## config.mk

```make
export PLATFORM = sky130hd
export DESIGN_NAME = frame_pixel_scheduler
export DESIGN_NICKNAME = d
export VERILOG_FILES = /design/src/rtl/frame_pixel_scheduler.sv
export SDC_FILE = /design/constraint.sdc
export NUM_CORES = 1
export LEC_CHECK = 0
export CAP_MARGIN = 25
export CELL_PAD_IN_SITES_DETAIL_PLACEMENT = 1
export CELL_PAD_IN_SITES_GLOBAL_PLACEMENT = 2
export CORE_ASPECT_RATIO = 1.1
export CORE_MARGIN = 2
export CORE_UTILIZATION = 30
export DETAILED_ROUTE_END_ITERATION = 12
export PLACE_DENSITY = 0.79
export SLEW_MARGIN = 20
export SYNTH_ARGS = -nofsm -noshare
export SYNTH_HDL_FRONTEND = slang
export SYNTH_SLANG_ARGS = --single-unit
export TNS_END_PERCENT = 10
```

## constraint.sdc

```tcl
create_clock -name i_aclk -period 3.45 [get_ports i_aclk]
set_input_delay 0.8625 -clock i_aclk [delete_from_list [all_inputs] [get_ports i_aclk]]
set_output_delay 0.8625 -clock i_aclk [all_outputs]
set_load 0.05 [all_outputs]
```

## src/rtl/frame_pixel_scheduler.sv

```systemverilog
// Frame pixel scheduler: issues raster coordinates round-robin to NUM_ENG iteration
// engines and retires their results in strict round-robin order into one output stage.
module frame_pixel_scheduler #(
    parameter int NUM_ENG = 4,
    parameter int X_SIZE  = 640,
    parameter int Y_SIZE  = 480,
    parameter int ITER_W  = 8
) (
    input  logic                      i_aclk,
    input  logic                      i_areset,
    input  logic                      i_enable,
    output logic                      o_busy,
    output logic                      o_frame_done,
    output logic [NUM_ENG-1:0]        o_eng_req_valid,
    input  logic [NUM_ENG-1:0]        i_eng_req_ready,
    output logic [9:0]                o_eng_req_x,
    output logic [8:0]                o_eng_req_y,
    input  logic [NUM_ENG-1:0]        i_eng_res_valid,
    input  logic [NUM_ENG*ITER_W-1:0] i_eng_res_iter,
    output logic [NUM_ENG-1:0]        o_eng_res_ready,
    output logic [7:0]                o_pix_r,
    output logic [7:0]                o_pix_g,
    output logic [7:0]                o_pix_b,
    output logic                      o_pix_sof,
    output logic                      o_pix_eol,
    output logic                      o_pix_valid,
    input  logic                      i_pix_ready
);

    localparam int         PTR_W  = $clog2(NUM_ENG);
    localparam logic [9:0] X_LAST = 10'(X_SIZE - 1);
    localparam logic [8:0] Y_LAST = 9'(Y_SIZE - 1);

    typedef enum logic [1:0] {
        S_IDLE,
        S_RUN,
        S_DRAIN
    } state_t;

    state_t             r_state;
    state_t             w_state_nxt;
    logic               w_clear;

    logic [PTR_W-1:0]   r_issue_ptr;
    logic [PTR_W-1:0]   r_retire_ptr;
    logic [NUM_ENG-1:0] r_outstanding;
    logic [9:0]         r_ix;
    logic [8:0]         r_iy;
    logic [9:0]         r_rx;
    logic [8:0]         r_ry;

    logic [7:0]         r_pix_r;
    logic [7:0]         r_pix_g;
    logic [7:0]         r_pix_b;
    logic               r_pix_sof;
    logic               r_pix_eol;
    logic               r_pix_last;
    logic               r_pix_valid;
    logic               r_frame_done;

    logic               w_iss_ok;
    logic               w_iss_hs;
    logic               w_iss_last;
    logic               w_ret_ok;
    logic               w_pix_hs;
    logic [ITER_W-1:0]  w_iter_sel;
    logic [7:0]         w_iter8;
    logic               w_in_set;
    logic [7:0]         w_col_r;
    logic [7:0]         w_col_g;
    logic [7:0]         w_col_b;

    function automatic logic [PTR_W-1:0] f_next_ptr(input logic [PTR_W-1:0] p);
        return (p == PTR_W'(NUM_ENG - 1)) ? '0 : p + PTR_W'(1);
    endfunction

    // ---------------- state machine ----------------
    always_ff @(posedge i_aclk or posedge i_areset) begin
        if (i_areset) begin
            r_state <= S_IDLE;
        end else begin
            r_state <= w_state_nxt;
        end
    end

    always_comb begin
        w_state_nxt = r_state;
        w_clear     = 1'b0;
        case (r_state)
            S_IDLE: begin
                if (i_enable) begin
                    w_state_nxt = S_RUN;
                    w_clear     = 1'b1;
                end
            end
            S_RUN: begin
                if (w_iss_hs && w_iss_last) begin
                    w_state_nxt = S_DRAIN;
                end
            end
            S_DRAIN: begin
                if ((r_outstanding == '0) && !r_pix_valid) begin
                    if (i_enable) begin
                        w_state_nxt = S_RUN;
                        w_clear     = 1'b1;
                    end else begin
                        w_state_nxt = S_IDLE;
                    end
                end
            end
            default: w_state_nxt = S_IDLE;
        endcase
    end

    // ---------------- issue / retire handshakes ----------------
    always_comb begin
        w_iss_ok        = (r_state == S_RUN) && !r_outstanding[r_issue_ptr];
        o_eng_req_valid = '0;
        if (w_iss_ok) begin
            o_eng_req_valid[r_issue_ptr] = 1'b1;
        end
        w_iss_hs   = w_iss_ok && i_eng_req_ready[r_issue_ptr];
        w_iss_last = (r_ix == X_LAST) && (r_iy == Y_LAST);
    end

    // Only the engine at retire_ptr may hand over a result; others wait even if valid.
    always_comb begin
        w_ret_ok = ((r_state == S_RUN) || (r_state == S_DRAIN)) &&
                   r_outstanding[r_retire_ptr] &&
                   i_eng_res_valid[r_retire_ptr] &&
                   (!r_pix_valid || i_pix_ready);
        o_eng_res_ready = '0;
        if (w_ret_ok) begin
            o_eng_res_ready[r_retire_ptr] = 1'b1;
        end
        w_pix_hs = r_pix_valid && i_pix_ready;
    end

    // ---------------- colour map ----------------
    assign w_iter_sel = i_eng_res_iter[int'(r_retire_ptr) * ITER_W +: ITER_W];
    assign w_in_set   = &w_iter_sel;

    generate
        if (ITER_W >= 8) begin : g_iter_wide
            assign w_iter8 = w_iter_sel[7:0];
        end else begin : g_iter_narrow
            assign w_iter8 = {{(8 - ITER_W){1'b0}}, w_iter_sel};
        end
    endgenerate

    always_comb begin
        w_col_r = '0;
        w_col_g = '0;
        w_col_b = '0;
        if (!w_in_set) begin
            w_col_r = w_iter8;
            w_col_g = ~w_iter8;
            w_col_b = {w_iter8[3:0], w_iter8[7:4]};
        end
    end

    // ---------------- pointers, counters, in-flight tracking ----------------
    always_ff @(posedge i_aclk or posedge i_areset) begin
        if (i_areset) begin
            r_issue_ptr   <= '0;
            r_retire_ptr  <= '0;
            r_outstanding <= '0;
            r_ix          <= '0;
            r_iy          <= '0;
            r_rx          <= '0;
            r_ry          <= '0;
        end else begin
            r_outstanding <= (r_outstanding | (o_eng_req_valid & i_eng_req_ready)) &
                             ~o_eng_res_ready;
            if (w_clear) begin
                r_issue_ptr  <= '0;
                r_retire_ptr <= '0;
                r_ix         <= '0;
                r_iy         <= '0;
                r_rx         <= '0;
                r_ry         <= '0;
            end else begin
                if (w_iss_hs) begin
                    r_issue_ptr <= f_next_ptr(r_issue_ptr);
                    if (r_ix == X_LAST) begin
                        r_ix <= '0;
                        r_iy <= (r_iy == Y_LAST) ? '0 : r_iy + 9'd1;
                    end else begin
                        r_ix <= r_ix + 10'd1;
                    end
                end
                if (w_ret_ok) begin
                    r_retire_ptr <= f_next_ptr(r_retire_ptr);
                    if (r_rx == X_LAST) begin
                        r_rx <= '0;
                        r_ry <= (r_ry == Y_LAST) ? '0 : r_ry + 9'd1;
                    end else begin
                        r_rx <= r_rx + 10'd1;
                    end
                end
            end
        end
    end

    // ---------------- output register ----------------
    always_ff @(posedge i_aclk or posedge i_areset) begin
        if (i_areset) begin
            r_pix_r      <= '0;
            r_pix_g      <= '0;
            r_pix_b      <= '0;
            r_pix_sof    <= 1'b0;
            r_pix_eol    <= 1'b0;
            r_pix_last   <= 1'b0;
            r_pix_valid  <= 1'b0;
            r_frame_done <= 1'b0;
        end else begin
            r_frame_done <= w_pix_hs && r_pix_last;
            if (w_ret_ok) begin
                r_pix_r     <= w_col_r;
                r_pix_g     <= w_col_g;
                r_pix_b     <= w_col_b;
                r_pix_sof   <= (r_rx == '0) && (r_ry == '0);
                r_pix_eol   <= (r_rx == X_LAST);
                r_pix_last  <= (r_rx == X_LAST) && (r_ry == Y_LAST);
                r_pix_valid <= 1'b1;
            end else if (w_pix_hs) begin
                r_pix_sof   <= 1'b0;
                r_pix_eol   <= 1'b0;
                r_pix_last  <= 1'b0;
                r_pix_valid <= 1'b0;
            end
        end
    end

    assign o_busy       = (r_state != S_IDLE);
    assign o_frame_done = r_frame_done;
    assign o_eng_req_x  = r_ix;
    assign o_eng_req_y  = r_iy;
    assign o_pix_r      = r_pix_r;
    assign o_pix_g      = r_pix_g;
    assign o_pix_b      = r_pix_b;
    assign o_pix_sof    = r_pix_sof;
    assign o_pix_eol    = r_pix_eol;
    assign o_pix_valid  = r_pix_valid;

endmodule

```

**After elaboration in Yosys (flattened, before gate mapping)**

Index checks and enable logic that the tools add are counted.
W data, S select, Z words.

- Logic and storage cells: 125
- Output and inout port bits: 56
- Register bits: 77

- Mux-type cells: 50
- Reductions and logical operators: 32
- Shift operators: 1
- Equality and inequality tests: 11
- Order comparisons: 4
- Add/subtract/negate cells: 6
- Bitwise gates (word level): 5

Operators by type and width:

| kind | number |
|---|---|
| $mux W9 | 8 |
| $mux W10 | 6 |
| $shiftx A32 B6 Y8 | 1 |
| $mux W8 | 3 |
| $add A10 B1 Y10 const B | 2 |
| $eq A10 B10 Y1 const B | 2 |
| $add A9 B1 Y9 const B | 2 |
| $eq A9 B9 Y1 const B | 2 |
| $mux W2 | 9 |
| $logic_and A1 B1 Y1 | 14 |
| $mux W1 | 14 |
| $reduce_bool A2 Y1 | 6 |
| $logic_not A10 Y1 | 1 |
| $logic_not A9 Y1 | 1 |
| $and A4 B4 Y4 | 2 |
| $bmux W1 S2 | 4 |
| $mux W4 | 2 |
| $not A8 Y8 | 1 |
| $reduce_and A8 Y1 | 1 |
| $eq A2 B2 Y1 const B | 3 |
| $lt A2 B3 Y1 const B | 2 |
| $ne A2 B2 Y1 const B | 3 |
| $pmux W2 S3 | 1 |
| $add A2 B1 Y2 const B | 2 |
| other kinds (12) | 17 |

**Longest topological paths before layout**

Gate-level depths: netlist of run 1.

- Depth in word-level cells: 8
- Mapped depth: 8
- Mapped depth without buffers: 7

**Worst setup path after synthesis of run 1**

No wires, ideal clock.

- Kind: input to output
- Start point: input port i_eng_res_valid[0]
- End point: output port o_eng_res_ready[2]
- Path buffers: 1
- Setup slack: 0.193 ns
- Cell stages on the path: 5
- Data arrival time: 2.394 ns
- Path through: nand2_1 -> mux4_2 -> nor2_1 -> clkbuf_1 -> and2_1

- Word-level cells in the longest chain between the ends: 5

Ends and longest elaborated chain:

| what | line | source |
|---|---|---|
| from (decl) | 18 | `input logic [NUM_ENG-1:0] i_eng_res_valid,` |
| $bmux W1 S2 | 130 | `i_eng_res_valid[r_retire_ptr] &&` |
| $mux W1 (implied by the code) | 130 |  |
| $logic_and A1 B1 Y1 | 129 | `r_outstanding[r_retire_ptr] &&` |
| $logic_and A1 B1 Y1 | 130 |  |
| $mux W4 | 133 | `if (w_ret_ok) begin` |
| to (decl) | 20 | `output logic [NUM_ENG-1:0] o_eng_res_ready,` |

Every way passes these cells. The select of a mux whose other input is x is not followed.

**Worst setup path after layout of run 1**

- Start point: input port i_eng_res_valid[3]
- End point: output port o_eng_res_ready[3]

Same word-level chain as after synthesis.

==> impl_metrics.yaml, run 1 <==
synthesis:
  yosysSeqAreaShare_pct: 43.2
  ys.flop_type: "dfrtp_1"
  synthCells: 414
  yosys.area_share.xor_xnor_pct: 3.29
  yosys.area_share.simple_pct: 24.4
  synth_warnings: 0
  syn_avg_cell_area_um2: 9.65
  synth_edf_count: 0
  syn_nets: 476
  synth_compound_area_share_pct: 11.7
  synth.area.mux_share_pct: 7.01
  synth.distinct_cells: 52
  synth_top_family_by_area: "simple AND/OR/NAND/NOR gates"
  synthesis.area_mm2: 0.00400
  ys_seq_elements: 69
  async_flop_share_pct: 100
  synth-adder-area-share_pct: 5.64
clocking:
  cts.path.max_buffers: 2
  cts-buffers-inserted: 9
  clkTransAtPathRegs_ps: 50
  h-tree-depth: 3
  postCtsHoldBufs: 0
  clock_sinks: 69
  clockRootBuffer: "clkbuf_16"
  tritoncts: "built"
  clk_latency_ps: 350
  post-cts-setup-buffers: 0
global_route:
  grt.total_usage_pct: 18.3
  grt_max_degree: 43
  grt_pass1_wl_um: 20300
  antenna_found_initial: 0
  gr-total-overflow: 0
  grt_pass1_vias: 3829
setup_path:
  cp.arrival_ps: 2520
  rr_worst_depth: 9
  critPathMaxFanout: 5
  crit_required_ps: 2590
  start_kind: "input pin"
  crit_path_end_kind: "output port"
  crit_type: "in2out"
finish:
  antenna_cells: 0
  final_common_cell: "clkdlybuf4s50_1"
  synthToLayoutAreaGrowth_pct: 39.6
  finalNetCount: 576
  layout_common_cells: "clkdlybuf4s50_1 (91), dfrtp_1 (69), nand2_1 (51), a21oi_1 (26), nor2_1 (24)"
  postLayoutCellArea_mm2: 0.00558
  final_util_pct: 42.6
  layout-drive-gt1-share_pct: 12.1
  fill_cells: 1469
run_status:
  outcome: "finished, final reports clean"
routing:
  viasPerCell: 5.27
  wl_met1_um: 5180
  wl_met2_um: 6530
  wirelength_um: 12500
  wl_met3_um: 369
  drt_pass1_iterations: 4
  ant_nets: 0
  drc: 0
  vias: 3582
  wire_per_inst_um: 18.3
  top_layer: "met4"
  drt_iter0_drc: 163
pwr:
  p_int_mw: 2.29
  netSwitchingFraction_pct: 43.1
  cellLeakagePower_nw: 2.29
  pwr-share-seq_pct: 28.8
  ir_drop_mv: 0.492
  p_clk_share_pct: 25.4
  p_comb_share_pct: 45.8
  power_density_mw_per_mm2: 721
  switchingPower_mw: 1.73
die:
  die_area_mm2: 0.0143
  die_x_um: 114
  core_mm2: 0.0131
  die_h_um: 125
  io_pins: 100
  initial_core_util_pct: 30.5
  num_rows: 44
timing:
  rsz0062_at_grt: "no"
  setup_viol: 0
  tightest_slew_ps: 658
  max_freq_mhz: 296
  setup_tns_ps: 0
  min_period_ps: 3380
  fin_worst_skew_ps: 11.8
  post-route-period-util_pct: 98.0
  slew_headroom_pct: 56.1
  drv_slew: 0
  hold_viol: 0
  setup_ws_ps: 70.1
placement:
  place_ws_ps: 14.9
  gp_congestion: 0.794
  port_buffers: 99
  post_dp_cell_area_mm2: 0.00525
  post-dp-hpwl_um: 9400
min_path:
  hold_path_class: "reg2reg"
  worstHoldPathCells: 1
flow_run:
  cap_violations: 0
## area by class of cell
| type | instances | area (µm²) | area share (%) |
|---|---|---|---|
| clock buffers | 10 | 239 | 4.28 |
| clock inverters | 6 | 86.3 | 1.55 |
| repair buffers | 114 | 1200 | 21.4 |
| flip-flops and latches | 69 | 1730 | 30.9 |
| multi-input cells | 307 | 2080 | 37.3 |
| well taps | 161 | 201 | 3.61 |
| inverters | 13 | 48.8 | 0.874 |
## through the flow
stage | hold slack [ps] | cells | power [mW]
2_1_floorplan | 461 | 414 | 2.35
3_3_place_gp | 475 | 664 | 2.98
3_5_place_dp | 484 | 664 | 3.03
4_1_cts | 499 | 680 | 4.07
5_1_grt | 517 | 680 | 4.23
6_report | 497 | 680 | 4.02
## worst paths after layout
path | startpoint | endpoint | slack, ps
worst max-delay path | i_eng_res_valid[3] | o_eng_res_ready[3] | 70
worst min-delay path | o_pix_g[3] | o_pix_g[3] | 500
worst max register to register | r_state[1] | o_eng_req_y[5] | 730
worst min register to register | o_pix_g[3] | o_pix_g[3] | 500
max in group asynchronous | i_areset | r_ry[5] | 1830
min in group asynchronous | i_areset | o_eng_req_x[4] | 940
## cells by family (layout without fill, tap and decap cells)
group                      after synthesis  count (layout)
xor gates and xnor gates                15              15
AOI/OAI and AO/OA                       75              75
and+or+nand+nor                        184             184
buffers and inverters                   38             143
muxes                                   15              15
adders and majority gates               18              18
DFF                                     69              69
## critical path, stage by stage
cell,delay [ps]
clkdlybuf4s50_1,510
nand2_1,70
mux4_2,480
nor2_2,190
and2_1,240
buf_12,160
## power groups by stage
stage | Sequential [mW] | Clock, mW | Combinational (mW)
after floorplan | 1.46 | 0 | 0.891
after global placement | 1.16 | 0 | 1.82
after detailed placement | 1.17 | 0 | 1.85
after CTS | 1.16 | 1.05 | 1.86
after global routing | 1.19 | 1.09 | 1.95
final | 1.16 | 1.02 | 1.84
## Yosys cell counts (3+ instances only)
master	instances	area (µm²)
dfrtp_1	69	1730
nand2_1	51	191
a21oi_1	26	130
nor2_1	25	93.8
nand3_1	20	100
o21ai_0	19	95.1
ha_1	18	225
and2_1	13	81.3
nand4_1	13	81.3
clkbuf_1	12	45.0
inv_1	12	45.0
and3_1	11	68.8
xnor2_1	11	96.3
mux4_2	10	225
or3_1	9	56.3
buf_4	8	60.1
o21a_1	8	60.1
or4_1	7	52.6
nor3_1	6	30.0
nor4_1	6	37.5
and4_1	5	43.8
o211ai_1	5	37.5
mux2_2	4	45.0
xor2_1	4	35.0
nand2b_1	3	18.8
nor2b_1	3	18.8
o31ai_1	3	22.5
## sequential cells by signal, summed over array words and instances (netlist names)
| name | count |
|---|---|
| r_issue_ptr | 2 |
| o_frame_done | 1 |
| o_eng_req_x | 10 |
| r_ry | 9 |
| o_pix_valid | 1 |
| o_pix_g | 8 |
| o_pix_sof | 1 |
| o_eng_req_y | 9 |
| r_retire_ptr | 2 |
| r_pix_last | 1 |
| o_pix_r | 7 |
| o_pix_eol | 1 |
| r_outstanding | 4 |
| r_rx | 10 |
| o_pix_b | 1 |
| r_state | 2 |
## routing by layer
layer | track usage, % | vias up
met4 | 8.61 | 0
met1 | 21.6 | 1790
li1 | - | 1696
met2 | 32.0 | 74
met5 | 0 | -
met3 | 3.15 | 22
## repair_timing
action                                  CTS  global route
endpoints found under the setup margin    0             4
endpoints found under the hold margin     0             0
resized for setup                         0             1
No activity file was read; power rests on OpenSTA's default activity.
==> run 2, diff against run 1 <==
--- a/config.mk
+++ b/config.mk
@@ -5,12 +5,12 @@
 export SDC_FILE = /design/constraint.sdc
 export NUM_CORES = 1
 export LEC_CHECK = 0
+export ABC_AREA = 1
 export CAP_MARGIN = 25
 export CELL_PAD_IN_SITES_DETAIL_PLACEMENT = 1
 export CELL_PAD_IN_SITES_GLOBAL_PLACEMENT = 2
 export CORE_ASPECT_RATIO = 1.1
-export CORE_MARGIN = 2
-export CORE_UTILIZATION = 30
+export CORE_UTILIZATION = 28
 export DETAILED_ROUTE_END_ITERATION = 12
 export PLACE_DENSITY = 0.79
 export SLEW_MARGIN = 20
==> impl_metrics.yaml, run 2 <==
run_status:
  outcome: "finished, final reports clean"
die:
  die_h_um: 135
  io_pins: 100
  num_rows: 48
  core_mm2: 0.0157
  initial_core_util_pct: 28.7
  die_x_um: 123
  die_area_mm2: 0.0166
timing:
  drv_slew: 0
  hold_viol: 0
  tightest_slew_ps: 711
  fin_worst_skew_ps: 9.92
  min_period_ps: 3230
  setup_viol: 0
  max_freq_mhz: 310
  setup_tns_ps: 0
  slew_headroom_pct: 52.5
  setup_ws_ps: 219
  post-route-period-util_pct: 93.7
  rsz0062_at_grt: "no"
min_path:
  hold_path_class: "reg2reg"
  hp-start: "o_pix_g[6]"
  hold_path_end: "o_pix_g[6]"
  worstHoldPathCells: 2
routing:
  wire_per_inst_um: 14.6
  viasPerCell: 4.70
  drt_pass1_iterations: 4
  wirelength_um: 13500
  drc: 0
  vias: 4353
  ant_nets: 0
  drt_iter0_drc: 184
setup_path:
  rrSetupSlack_ps: 1000
  crit_type: "reg2out"
  regToRegEndpoint: "r_ry[0]"
  r2r_start: "r_retire_ptr[0]"
  critPathMaxFanout: 9
  cp.arrival_ps: 2370
  crit_required_ps: 2590
  crit_start: "r_issue_ptr[0]"
  crit_path_end_kind: "output port"
  rr_worst_depth: 9
  start_kind: "flop"
synthesis:
  synthCells: 634
  synth.distinct_cells: 35
  synth_edf_count: 0
  syn_avg_cell_area_um2: 7.12
  ys_seq_elements: 69
  yosysTopAreaCellShare_pct: 38.3
  syn_nets: 696
  yosysSeqAreaShare_pct: 38.3
  synthesis.area_mm2: 0.00451
  yosysTopAreaCell: "dfrtp_1"
  async_flop_share_pct: 100
  yosysMostFrequentCell: "nand2_1"
  ys.flop_type: "dfrtp_1"
  ys_top_cells_by_area: "dfrtp_1 (38%), nand2_1 (15%), nand3_1 (7.9%)"
  synthTopCellsByCount: "nand2_1 (181), inv_1 (80), nand3_1 (71)"
  synth_warnings: 0
placement:
  place_ws_ps: 359
  post-dp-hpwl_um: 10200
  port_buffers: 99
  dp_cells: 912
  gp_congestion: 0.816
finish:
  finalNetCount: 785
  layout-drive-gt1-share_pct: 7.43
  final_cell_count_no_fill: 927
  antenna_cells: 0
  final_common_cell: "nand2_1"
  layout_common_cells: "nand2_1 (181), clkdlybuf4s50_1 (95), inv_1 (79), nand3_1 (71), dfrtp_1 (69)"
  synthToLayoutAreaGrowth_pct: 33.2
clocking:
  h-tree-depth: 3
  clk_latency_ps: 340
  clockRootBuffer: "clkbuf_16"
  postCtsHoldBufs: 0
  clock_sinks: 69
  post-cts-setup-buffers: 0
  cts_resized: 0
  clkTransAtPathRegs_ps: 60
  cts.path.max_buffers: 2
  tritoncts: "built"
  cts-buffers-inserted: 9
global_route:
  gr-total-overflow: 0
  antenna_found_initial: 0
  grt_pass1_wl_um: 22800
  grt_max_degree: 46
  grt_pass1_vias: 4670
  grt.total_usage_pct: 17.6
flow_run:
  cap_violations: 0
pwr:
  power_density_mw_per_mm2: 841
  cellLeakagePower_nw: 2.99
  ir_drop_mv: 0.589
run 2: cell types whose count changed after synthesis, moves of 12 or more:
cell | previous run | this run
nand2_1 | 51 | 181
inv_1 | 12 | 80
nand3_1 | 20 | 71
nor2_1 | 25 | 64
a21oi_1 | 26 | 10
o21ai_0 | 19 | 32
and2_1 | 13 | 1
run 2: how the worst max path moves through the flow:
stage                    endpoint  cells past startpoint  slack, ps
3_5_place_dp   o_eng_res_ready[1]                     10        360
2_1_floorplan  o_eng_res_ready[2]                      8        810
3_3_place_gp   o_eng_res_ready[1]                     10        410
6_report       o_eng_req_valid[2]                      7        220
5_1_grt        o_eng_req_valid[2]                      7         30
4_1_cts        o_eng_req_valid[2]                      7        170
run 2: logic make-up (layout without fill, tap and decap cells):
group	Yosys count	count (layout)	share of synthesized area (%)
AND/OR/NAND/NOR	356	356	35.1
buffers and inverters	112	205	10.5
flip-flops	69	69	38.3
AO/OA/AOI/OAI	62	62	7.93
adder cells (fa/ha/maj)	18	18	4.99
XOR/XNOR	17	17	3.30
run 2: final cells by class:
class                           instances  area [µm²]
Tap cell                              200         250
Sequential cell                        69        1730
Multi-Input combinational cell        453        2310
Timing Repair Buffer                  104        1080
Fill cell                            1966        9730
Clock buffer                           11         243
Clock inverter                          4        72.6
Inverter                               86         323
run 2: worst max-delay path: stages (launching register included):
cell and delay (ps):
dfrtp_1 510, inv_2 120, nand2_1 80, nand2_1 60
nand2_2 60, nand3_1 190, nor2_1 190, clkdlybuf4s50_1 820
run 2: report_power, final:
group	leakage, nW	switching (mW)	internal, mW
clock network	0.152	0.354	0.647
registers	0.895	0.276	1.03
logic	1.94	1.86	0.878
run 2: through the flow:
| stage | hold slack [ps] | power, mW | area, µm² | utilization [%] |
|---|---|---|---|---|
| after global placement | 469 | 4.03 | 5690 | 36.2 |
| final | 494 | 5.05 | 6010 | 38.2 |
| after CTS | 500 | 5.14 | 6010 | 38.2 |
| after floorplan | 473 | 3.20 | 4510 | - |
| after global routing | 528 | 5.41 | 6010 | 38.2 |
| after detailed placement | 482 | 4.10 | 5690 | 36.2 |
run 2: routing by layer:
metal  GRT usage (%)  vias up  wire length [µm]  part of all wire [%]
met2            31.6       88              6700                    50
met5               0        -                 0                     0
met3            3.49       12               559                   4.1
met4            5.96        0               189                   1.4
met1            20.8     2080              6070                    45
li1                -     2173                 -                     -
==> run 3, diff against run 2 <==
--- a/config.mk
+++ b/config.mk
@@ -11,6 +11,7 @@
 export CELL_PAD_IN_SITES_GLOBAL_PLACEMENT = 2
 export CORE_ASPECT_RATIO = 1.1
 export CORE_UTILIZATION = 28
+export CTS_CLUSTER_SIZE = 30
 export DETAILED_ROUTE_END_ITERATION = 12
 export PLACE_DENSITY = 0.79
 export SLEW_MARGIN = 20
==> results of run 3 <==
No change in the layout: final DEF, timing and power equal those of run 2.
